===== config.mk =====
export PLATFORM = sky130hd
export DESIGN_NAME = fm_receiver
export DESIGN_NICKNAME = d
export VERILOG_FILES = /design/src/rtl/fm_receiver.sv
export SDC_FILE = /design/constraint.sdc
export NUM_CORES = 2
export LEC_CHECK = 0
export CORE_MARGIN = 10
export CORE_UTILIZATION = 69
export CTS_BUF_LIST = sky130_fd_sc_hd__clkbuf_2
export CTS_CLUSTER_SIZE = 24
export DETAILED_ROUTE_END_ITERATION = 12
export GPL_TIMING_DRIVEN = 0
export PLACE_DENSITY = 0.9
export SLEW_MARGIN = 20
export SYNTH_ARGS = -nofsm -noshare
export SYNTH_HDL_FRONTEND = slang
export SYNTH_SLANG_ARGS = --single-unit

===== constraint.sdc =====
create_clock -name ap_clk -period 20.2 [get_ports ap_clk]
set_input_delay 3.03 -clock ap_clk [delete_from_list [all_inputs] [get_ports ap_clk]]
set_output_delay 3.03 -clock ap_clk [all_outputs]
set_load 0.005 [all_outputs]

===== src/rtl/fm_receiver.sv =====
// FM quadrature demodulator: packed I/Q stream in, mono audio duplicated to L/R out, AXI-Lite config/status.
// One cycle from input accept to output valid; input stalls while the output register holds an untaken beat.
module fm_receiver #(
  parameter int FRAME_LEN = 16
) (
  input  logic        ap_clk,
  input  logic        ap_rst_n,
  input  logic        ap_start,
  output logic        ap_done,
  output logic        ap_idle,
  output logic        ap_ready,
  input  logic [31:0] iq_in_V_TDATA,
  input  logic        iq_in_V_TVALID,
  output logic        iq_in_V_TREADY,
  output logic [31:0] audio_out_V_TDATA,
  output logic        audio_out_V_TVALID,
  input  logic        audio_out_V_TREADY,
  output logic [3:0]  led_out_V,
  input  logic [5:0]  s_axi_API_AWADDR,
  input  logic        s_axi_API_AWVALID,
  output logic        s_axi_API_AWREADY,
  input  logic [31:0] s_axi_API_WDATA,
  input  logic        s_axi_API_WVALID,
  output logic        s_axi_API_WREADY,
  output logic [1:0]  s_axi_API_BRESP,
  output logic        s_axi_API_BVALID,
  input  logic        s_axi_API_BREADY,
  input  logic [5:0]  s_axi_API_ARADDR,
  input  logic        s_axi_API_ARVALID,
  output logic        s_axi_API_ARREADY,
  output logic [31:0] s_axi_API_RDATA,
  output logic [1:0]  s_axi_API_RRESP,
  output logic        s_axi_API_RVALID,
  input  logic        s_axi_API_RREADY
);

  localparam int CW = $clog2(FRAME_LEN + 1);
  localparam logic [CW-1:0] LEN_C  = CW'(FRAME_LEN);
  localparam logic [CW-1:0] LAST_C = CW'(FRAME_LEN - 1);

  typedef enum logic [1:0] {S_IDLE, S_RUN, S_DONE} state_t;

  state_t state, state_nxt;
  logic   start, frame_end, running;

  logic [CW-1:0]      in_cnt, out_cnt;
  logic signed [15:0] prev_i, prev_q, cur_i, cur_q;
  logic signed [32:0] prod_a, prod_b, diff, shifted;
  logic               sat_hi, sat_lo, sat_hit;
  logic [15:0]        sample;
  logic               in_acc, out_hs;
  logic               out_vld;
  logic [31:0]        out_dat;
  logic               sat_sticky, done_sticky;
  logic [31:0]        sample_count;

  logic [4:0]  shift;
  logic        mute;
  logic [3:0]  led_val;
  logic        led_ovr;
  logic        wr_acc, rd_acc;
  logic        bvalid, rvalid, axi_live;
  logic [31:0] rdata, rd_mux;
  logic        unused_wdata;

  // ---------------- block control ----------------
  always_ff @(posedge ap_clk or negedge ap_rst_n) begin
    if (!ap_rst_n) state <= S_IDLE;
    else           state <= state_nxt;
  end

  always_comb begin
    state_nxt = state;
    start     = 1'b0;
    frame_end = 1'b0;
    unique case (state)
      S_IDLE: begin
        if (ap_start) begin
          state_nxt = S_RUN;
          start     = 1'b1;
        end
      end
      S_RUN: begin
        if (out_hs && (out_cnt == LAST_C)) begin
          state_nxt = S_DONE;
          frame_end = 1'b1;
        end
      end
      S_DONE:  state_nxt = S_IDLE;
      default: state_nxt = S_IDLE;
    endcase
  end

  assign running  = (state == S_RUN);
  assign ap_idle  = (state == S_IDLE);
  assign ap_done  = (state == S_DONE);
  assign ap_ready = (state == S_DONE);

  // ---------------- demodulator datapath ----------------
  assign iq_in_V_TREADY = running && (in_cnt < LEN_C) && (!out_vld || audio_out_V_TREADY);
  assign in_acc         = iq_in_V_TVALID && iq_in_V_TREADY;
  assign out_hs         = out_vld && audio_out_V_TREADY;

  assign cur_i = iq_in_V_TDATA[15:0];
  assign cur_q = iq_in_V_TDATA[31:16];

  // Cross product of consecutive phasors approximates instantaneous frequency.
  assign prod_a  = 33'(cur_q) * 33'(prev_i);
  assign prod_b  = 33'(cur_i) * 33'(prev_q);
  assign diff    = prod_a - prod_b;
  assign shifted = diff >>> shift;
  assign sat_hi  = (shifted > 33'sd32767);
  assign sat_lo  = (shifted < -33'sd32768);
  assign sat_hit = sat_hi || sat_lo;

  always_comb begin
    sample = shifted[15:0];
    if (sat_hi) sample = 16'h7FFF;
    if (sat_lo) sample = 16'h8000;
    if (mute)   sample = 16'h0000;
  end

  always_ff @(posedge ap_clk or negedge ap_rst_n) begin
    if (!ap_rst_n) begin
      prev_i       <= '0;
      prev_q       <= '0;
      in_cnt       <= '0;
      out_cnt      <= '0;
      out_vld      <= 1'b0;
      out_dat      <= '0;
      sat_sticky   <= 1'b0;
      done_sticky  <= 1'b0;
      sample_count <= '0;
    end else begin
      if (start) begin
        prev_i      <= '0;
        prev_q      <= '0;
        in_cnt      <= '0;
        out_cnt     <= '0;
        sat_sticky  <= 1'b0;
        done_sticky <= 1'b0;
      end else begin
        if (in_acc) begin
          prev_i <= cur_i;
          prev_q <= cur_q;
          in_cnt <= in_cnt + CW'(1);
          if (sat_hit) sat_sticky <= 1'b1;
        end
        if (out_hs)    out_cnt     <= out_cnt + CW'(1);
        if (frame_end) done_sticky <= 1'b1;
      end
      if (in_acc) sample_count <= sample_count + 32'd1;
      // A fresh beat may replace the one being taken in the same cycle.
      if (in_acc) begin
        out_vld <= 1'b1;
        out_dat <= {sample, sample};
      end else if (out_hs) begin
        out_vld <= 1'b0;
      end
    end
  end

  assign audio_out_V_TDATA  = out_dat;
  assign audio_out_V_TVALID = out_vld;

  assign led_out_V = led_ovr ? led_val : {out_vld, done_sticky, sat_sticky, running};

  // ---------------- AXI-Lite register slave ----------------
  assign wr_acc            = s_axi_API_AWVALID && s_axi_API_WVALID && !bvalid;
  assign s_axi_API_AWREADY = wr_acc;
  assign s_axi_API_WREADY  = wr_acc;
  assign s_axi_API_BVALID  = bvalid;
  assign s_axi_API_BRESP   = 2'b00;

  // axi_live keeps ARREADY low while reset is asserted.
  assign s_axi_API_ARREADY = axi_live && !rvalid;
  assign rd_acc            = s_axi_API_ARVALID && s_axi_API_ARREADY;
  assign s_axi_API_RVALID  = rvalid;
  assign s_axi_API_RDATA   = rdata;
  assign s_axi_API_RRESP   = 2'b00;

  assign unused_wdata = ^{s_axi_API_WDATA[31:9], s_axi_API_WDATA[7:5]};

  always_ff @(posedge ap_clk or negedge ap_rst_n) begin
    if (!ap_rst_n) begin
      shift   <= 5'd15;
      mute    <= 1'b0;
      led_val <= 4'h0;
      led_ovr <= 1'b0;
      bvalid  <= 1'b0;
    end else begin
      if (wr_acc) begin
        bvalid <= 1'b1;
        case (s_axi_API_AWADDR)
          6'h10: begin
            shift <= s_axi_API_WDATA[4:0];
            mute  <= s_axi_API_WDATA[8];
          end
          6'h14: begin
            led_val <= s_axi_API_WDATA[3:0];
            led_ovr <= s_axi_API_WDATA[4];
          end
          default: ;
        endcase
      end else if (bvalid && s_axi_API_BREADY) begin
        bvalid <= 1'b0;
      end
    end
  end

  always_comb begin
    rd_mux = '0;
    case (s_axi_API_ARADDR)
      6'h00:   rd_mux = 32'h464D5258;
      6'h10:   rd_mux = {23'b0, mute, 3'b0, shift};
      6'h14:   rd_mux = {27'b0, led_ovr, led_val};
      6'h18:   rd_mux = sample_count;
      6'h20:   rd_mux = {13'b0, done_sticky, sat_sticky, running, out_dat[15:0]};
      default: rd_mux = '0;
    endcase
  end

  always_ff @(posedge ap_clk or negedge ap_rst_n) begin
    if (!ap_rst_n) begin
      axi_live <= 1'b0;
      rvalid   <= 1'b0;
      rdata    <= '0;
    end else begin
      axi_live <= 1'b1;
      if (rd_acc) begin
        rvalid <= 1'b1;
        rdata  <= rd_mux;
      end else if (rvalid && s_axi_API_RREADY) begin
        rvalid <= 1'b0;
      end
    end
  end

endmodule


-- Word level (Yosys, flattened, before mapping)
Index checks and enable logic that the tools add are counted.
- eq/ne operators: 11
- mux-type cells: 31
- add/sub/neg operators: 4
- reductions and logical operators: 29
- order comparisons: 3
- shift operators: 1
- $mul: 2
- bitwise logic cells: 0
- divide/modulo/power cells: 0
- operators by type and width (kind ; number):
    case mux 32 bit (5 select lines) ; 1
    two-way mux 16 bit ; 7
    multiplier 16 x 16 -> 32 bit ; 2
    greater-than comparator 33 x 16 -> 1 bit, second input constant ; 1
    < comparator 33 x 16 -> 1 bit, second input constant ; 1
    >>> shifter 33 x 5 -> 33 bit ; 1
    subtractor 32 x 32 -> 33 bit ; 1
    adder 32 x 1 -> 32 bit, second input constant ; 1
    equality test 6 x 5 -> 1 bit, second input constant ; 5
    two-way mux 5 bit ; 4
    two-way mux 1 bit ; 15
    nonzero test 2 bit ; 7
    logical AND 1 bit ; 11
    adder 5 x 1 -> 5 bit, second input constant ; 2
    AND reduction 2 bit ; 4
    equality test 6 bit, second input constant ; 1
    zero test 6 bit ; 1
    equality test 5 x 4 -> 1 bit, second input constant ; 1
    < comparator 5 bit, second input constant ; 1
    two-way mux 2 bit ; 2
    two-way mux 4 bit ; 1
    case mux 2 bit (2 select lines) ; 1
    zero test 1 bit ; 3
    equality test 2 x 1 -> 1 bit, second input constant ; 1
    5 further kinds ; 6
- register bits: 157
- latch bits: 0
- output and inout bits: 82
- input bits: 86
- memory bits (writable): 0
- memory bits (read-only): 0
- memories: 0
- logic and storage cells: 99

-- Longest topological paths before layout
- word-level depth: 8
- depth in mapped cells: 35
- gate-level depth less buffers: 31

-- Least setup slack after synthesis
OpenSTA, ideal clock, no wires.
- path type: input port to flip-flop
- from: in iq_in_V_TDATA[15]
- to: reg out_dat[26], in the netlist audio_out_V_TDATA[26]
- path buffers: 3
- setup slack: 8.670 ns
- arrival time: 11.403 ns
- required time: 20.072 ns
- stages: 29
- path through: clkbuf_1 and2_1 fa_1 inv_1 fa_1 inv_1 fa_1 fa_1 fa_1 fa_1 fa_1 fa_1 inv_1 ha_1 buf_2 a211oi_1 nand3_1 and2_1 nor2_2 o2111ai_1 or3_1 mux2_2 mux4_2 mux2_4 nor3_2 nor2_1 buf_6 o311ai_2 nand2_1
- cells in the longest elaborated chain, start to end: 7
- elaborated cells on any way between the ends: 8
- classes of those cells: add/sub: 1; mul: 1; order compare: 2; shift: 1; mux: 3
- ends and longest elaborated chain (element ; line ; RTL):
    start, declared ; 12 ; input logic [31:0] iq_in_V_TDATA,
    multiplier 16 x 16 -> 32 bit * ; 109 ; assign prod_b = 33'(cur_i) * 33'(prev_q);
    subtractor 32 x 32 -> 33 bit * ; 110 ; assign diff = prod_a - prod_b;
    >>> shifter 33 x 5 -> 33 bit * ; 111 ; assign shifted = diff >>> shift;
    greater-than comparator 33 x 16 -> 1 bit ; 112 ; assign sat_hi = (shifted > 33'sd32767);
    two-way mux 16 bit ; 118 ; if (sat_hi) sample = 16'h7FFF;
    two-way mux 16 bit * ; 119 ; if (sat_lo) sample = 16'h8000;
    two-way mux 16 bit * ; 120 ; if (mute) sample = 16'h0000;
    end signal, assigned ; 156 ; out_dat <= {sample, sample};
    end, declared ; 53 ; logic [31:0] out_dat;
Every way passes the cells marked *; elsewhere a longest branch is shown, timed or not.
A chain may end at the register's enable or synchronous reset.

-- Worst setup path in the final report
- from: in iq_in_V_TDATA[15]
- to: reg out_dat[22], in the netlist audio_out_V_TDATA[22]
Same word-level chain as after synthesis.

==> flow_summary.yaml <==
sta:
  maxSlewViolCount: 0
  rsz0062_at_grt: "false"
  finalSetupViolCount: 0
  period_minus_slack_ns: 13.99
  tightest_slew_ns: 1.13
  relSlewSlack: 0.239
  clock.fmax_ghz: 0.0715
  finClkSkew_ns: 0.0639
  final.period_utilization: 0.692
  finalHoldViolations: 0
  setup_tns_ns: 0
placement:
  place_area_mm2: 0.0316
  portBuffers: 137
  gp_congestion: 1.03
  dpl.cell_count: 3805
  hpwl_mm: 76.4
routing:
  drtIter0Drc: 2744
  wl_per_cell_um: 23.5
  vias_per_cell: 6.24
  wirelength_mm: 90.3
  antenna_left: 0
  drc: 1
  dr.pass1.iters: 12
  vias: 23900
logic_synthesis:
  synth_common_cells: "fa_1, inv_1, and2_1"
  synth.most_common_cell: "fa_1"
  synth-edff-count: 0
  synth.distinct_cells: 92
  dominantRegCellSynth: "dfrtp_1"
  seq_area_frac_synth: 0.120
  ys.warnings.count: 0
  syn_area_mm2: 0.0295
  yosys-top-cells-area: "fa_1, dfrtp_1, and2_1"
  syn_avg_cell_area_um2: 9.45
  yosysTopAreaCell: "fa_1"
  syn_inst: 3125
  synth.top_cell.area_share: 0.399
  synthArstFlopShare: 1.00
  yosys_register_bits: 141
grt:
  grt_pass1_wl_mm: 142
  grt_max_degree: 102
  antenna_found_initial: 2
  grt.total_usage: 0.360
  grt_pass1_vias: 25700
  overflow: 0
clock_tree:
  clkLatencyLatePin_ns: 0.80
  cts_tree: "yes"
  ctsHoldBuffers: 0
  clkTransAtPathRegs_ns: 0.27
  cts_htree_levels: 4
  cts_resized: 0
  cts-root-buf: "clkbuf_2"
  postCtsSetupBuffers: 0
  cts_buffer_depth: 2
  clock_sink_count: 141
  numCtsBuffers: 17
critical_path:
  crit_fanout: 15
  criticalPathCategory: "input port to flip-flop"
  worstPathArrival_ns: 14.61
  worstSetupStartpointType: "input port"
  required_ns: 20.83
  cp-end-kind: "flip-flop"
die:
  die_w_um: 227
  core_area_mm2: 0.0421
  initial_utilization: 0.701
  row_count: 75
  io_pins: 168
  die_h_um: 227
  die-area_mm2: 0.0515
finish:
  area_growth_pct: 8.00
  design_area_mm2: 0.0319
  drive_gt1_frac: 0.0428
  nNetsFinal: 4125
  stdcell_count: 3838
  final_core_util: 0.757
  fillers: 2843
run_status:
  status: "finished with violations"
  violations: "design-rule violations"
min_path:
  hp-class: "flip-flop to flip-flop"
flow_run:
  max_cap_violations: 0
-- cell type report --
type | count | area [um^2] | area share
clock inverters | 15 | 186 | 0.00585
clock buffers | 17 | 85.1 | 0.00267
plain buffers | 164 | 734 | 0.0230
inverters | 579 | 2170 | 0.0681
repair buffers | 138 | 1400 | 0.0440
diodes | 1 | 2.50 | 0.0000785
flip-flops and latches | 141 | 3530 | 0.111
well taps | 539 | 674 | 0.0211
multi-input cells | 2244 | 23100 | 0.724
-- path summary, 6_finish.rpt --
kind / cells past startpoint / end / from / slack [ns]
min reg2reg: 1 / state[0] / state[1] / 0.49
max in group asynchronous: 2 / prev_i[9] / ap_rst_n / 17.30
min in group asynchronous: 1 / axi_live / ap_rst_n / 2.04
min: 1 / state[0] / state[1] / 0.49
max reg2reg: 28 / audio_out_V_TDATA[22] / prev_q[0] / 8.46
max: 28 / audio_out_V_TDATA[22] / iq_in_V_TDATA[15] / 6.21
-- layer usage --
| metal | vias up | part of all wire | track usage |
|---|---|---|---|
| met5 | - | 0 | 0 |
| met4 | 0 | 0.063 | 0.188 |
| met3 | 408 | 0.11 | 0.0924 |
| met2 | 1547 | 0.48 | 0.602 |
| met1 | 11900 | 0.36 | 0.421 |
| li1 | 10100 | - | - |
-- registers in the layout, summed over array words and instances, names as in the netlist, 2 cells and up --
register	cells
audio_out_V_TDATA	16
in_cnt	5
led_val	4
out_cnt	5
prev_i	16
prev_q	16
s_axi_API_RDATA	32
sample_count	32
shift	5
state	2
-- cell families after synthesis --
logic type      synth area share
mux                       0.0326
fa+ha+maj                  0.469
buf+inv                   0.0985
xor+xnor                  0.0249
other cells             0.000254
flops                      0.120
simple gates               0.170
compound gates            0.0845
-- stage by stage --
step,setup slack [ns],hold slack [ns]
2_1_floorplan,8.67,0.431
3_3_place_gp,6.01,0.451
3_5_place_dp,5.81,0.460
4_1_cts,6.60,0.491
5_1_grt,5.95,0.500
6_report,6.21,0.492
-- layout by cell type (no fill, tap or decap), types with 9 or more instances in the layout --
| cell type | instances |
|---|---|
| nand2_1 | 331 |
| and2_1 | 355 |
| a211oi_1 | 20 |
| a21o_1 | 17 |
| mux2_2 | 20 |
| o211ai_1 | 21 |
| o21ai_0 | 67 |
| fa_1 | 589 |
| and3_1 | 13 |
| nand4_1 | 19 |
| dfrtp_1 | 137 |
| clkbuf_2 | 17 |
| o21ai_1 | 15 |
| mux4_2 | 13 |
| clkbuf_1 | 115 |
| mux2i_1 | 43 |
| buf_1 | 12 |
| nor2b_1 | 38 |
| nand3_1 | 66 |
| buf_4 | 24 |
| xor2_1 | 19 |
| a211o_1 | 9 |
| a22oi_1 | 18 |
| buf_2 | 11 |
| nor3_1 | 26 |
| nor4_1 | 11 |
| o2111ai_1 | 9 |
| clkdlybuf4s50_1 | 136 |
| nand2b_1 | 10 |
| ha_1 | 165 |
| xnor2_1 | 63 |
| a21oi_1 | 62 |
| nor2_1 | 78 |
| inv_1 | 577 |
-- critical path, cell delays in order --
cell and delay, ns:
clkdlybuf4s50_1 0.70, clkbuf_1 0.49, nand2_1 0.76, fa_1 0.80
inv_1 0.06, fa_1 0.52, fa_1 0.44, fa_1 0.53
fa_1 0.58, fa_1 0.44, fa_1 0.49, inv_1 0.05
fa_1 0.44, ha_1 0.28, buf_2 0.18, nand2_1 0.13
o21ai_0 0.66, o32ai_2 0.39, a2111oi_2 0.53, nor4_1 0.15
or2_1 0.31, mux2_2 0.31, a211oi_1 0.54, o2111ai_1 0.27
nor4_2 0.37, nor3_2 0.12, a2111oi_0 0.94, o21ai_1 0.11
Power is left out: the tool's default activity adds up to more than one toggle a clock period on the data nets, which glitch-free logic cannot reach.
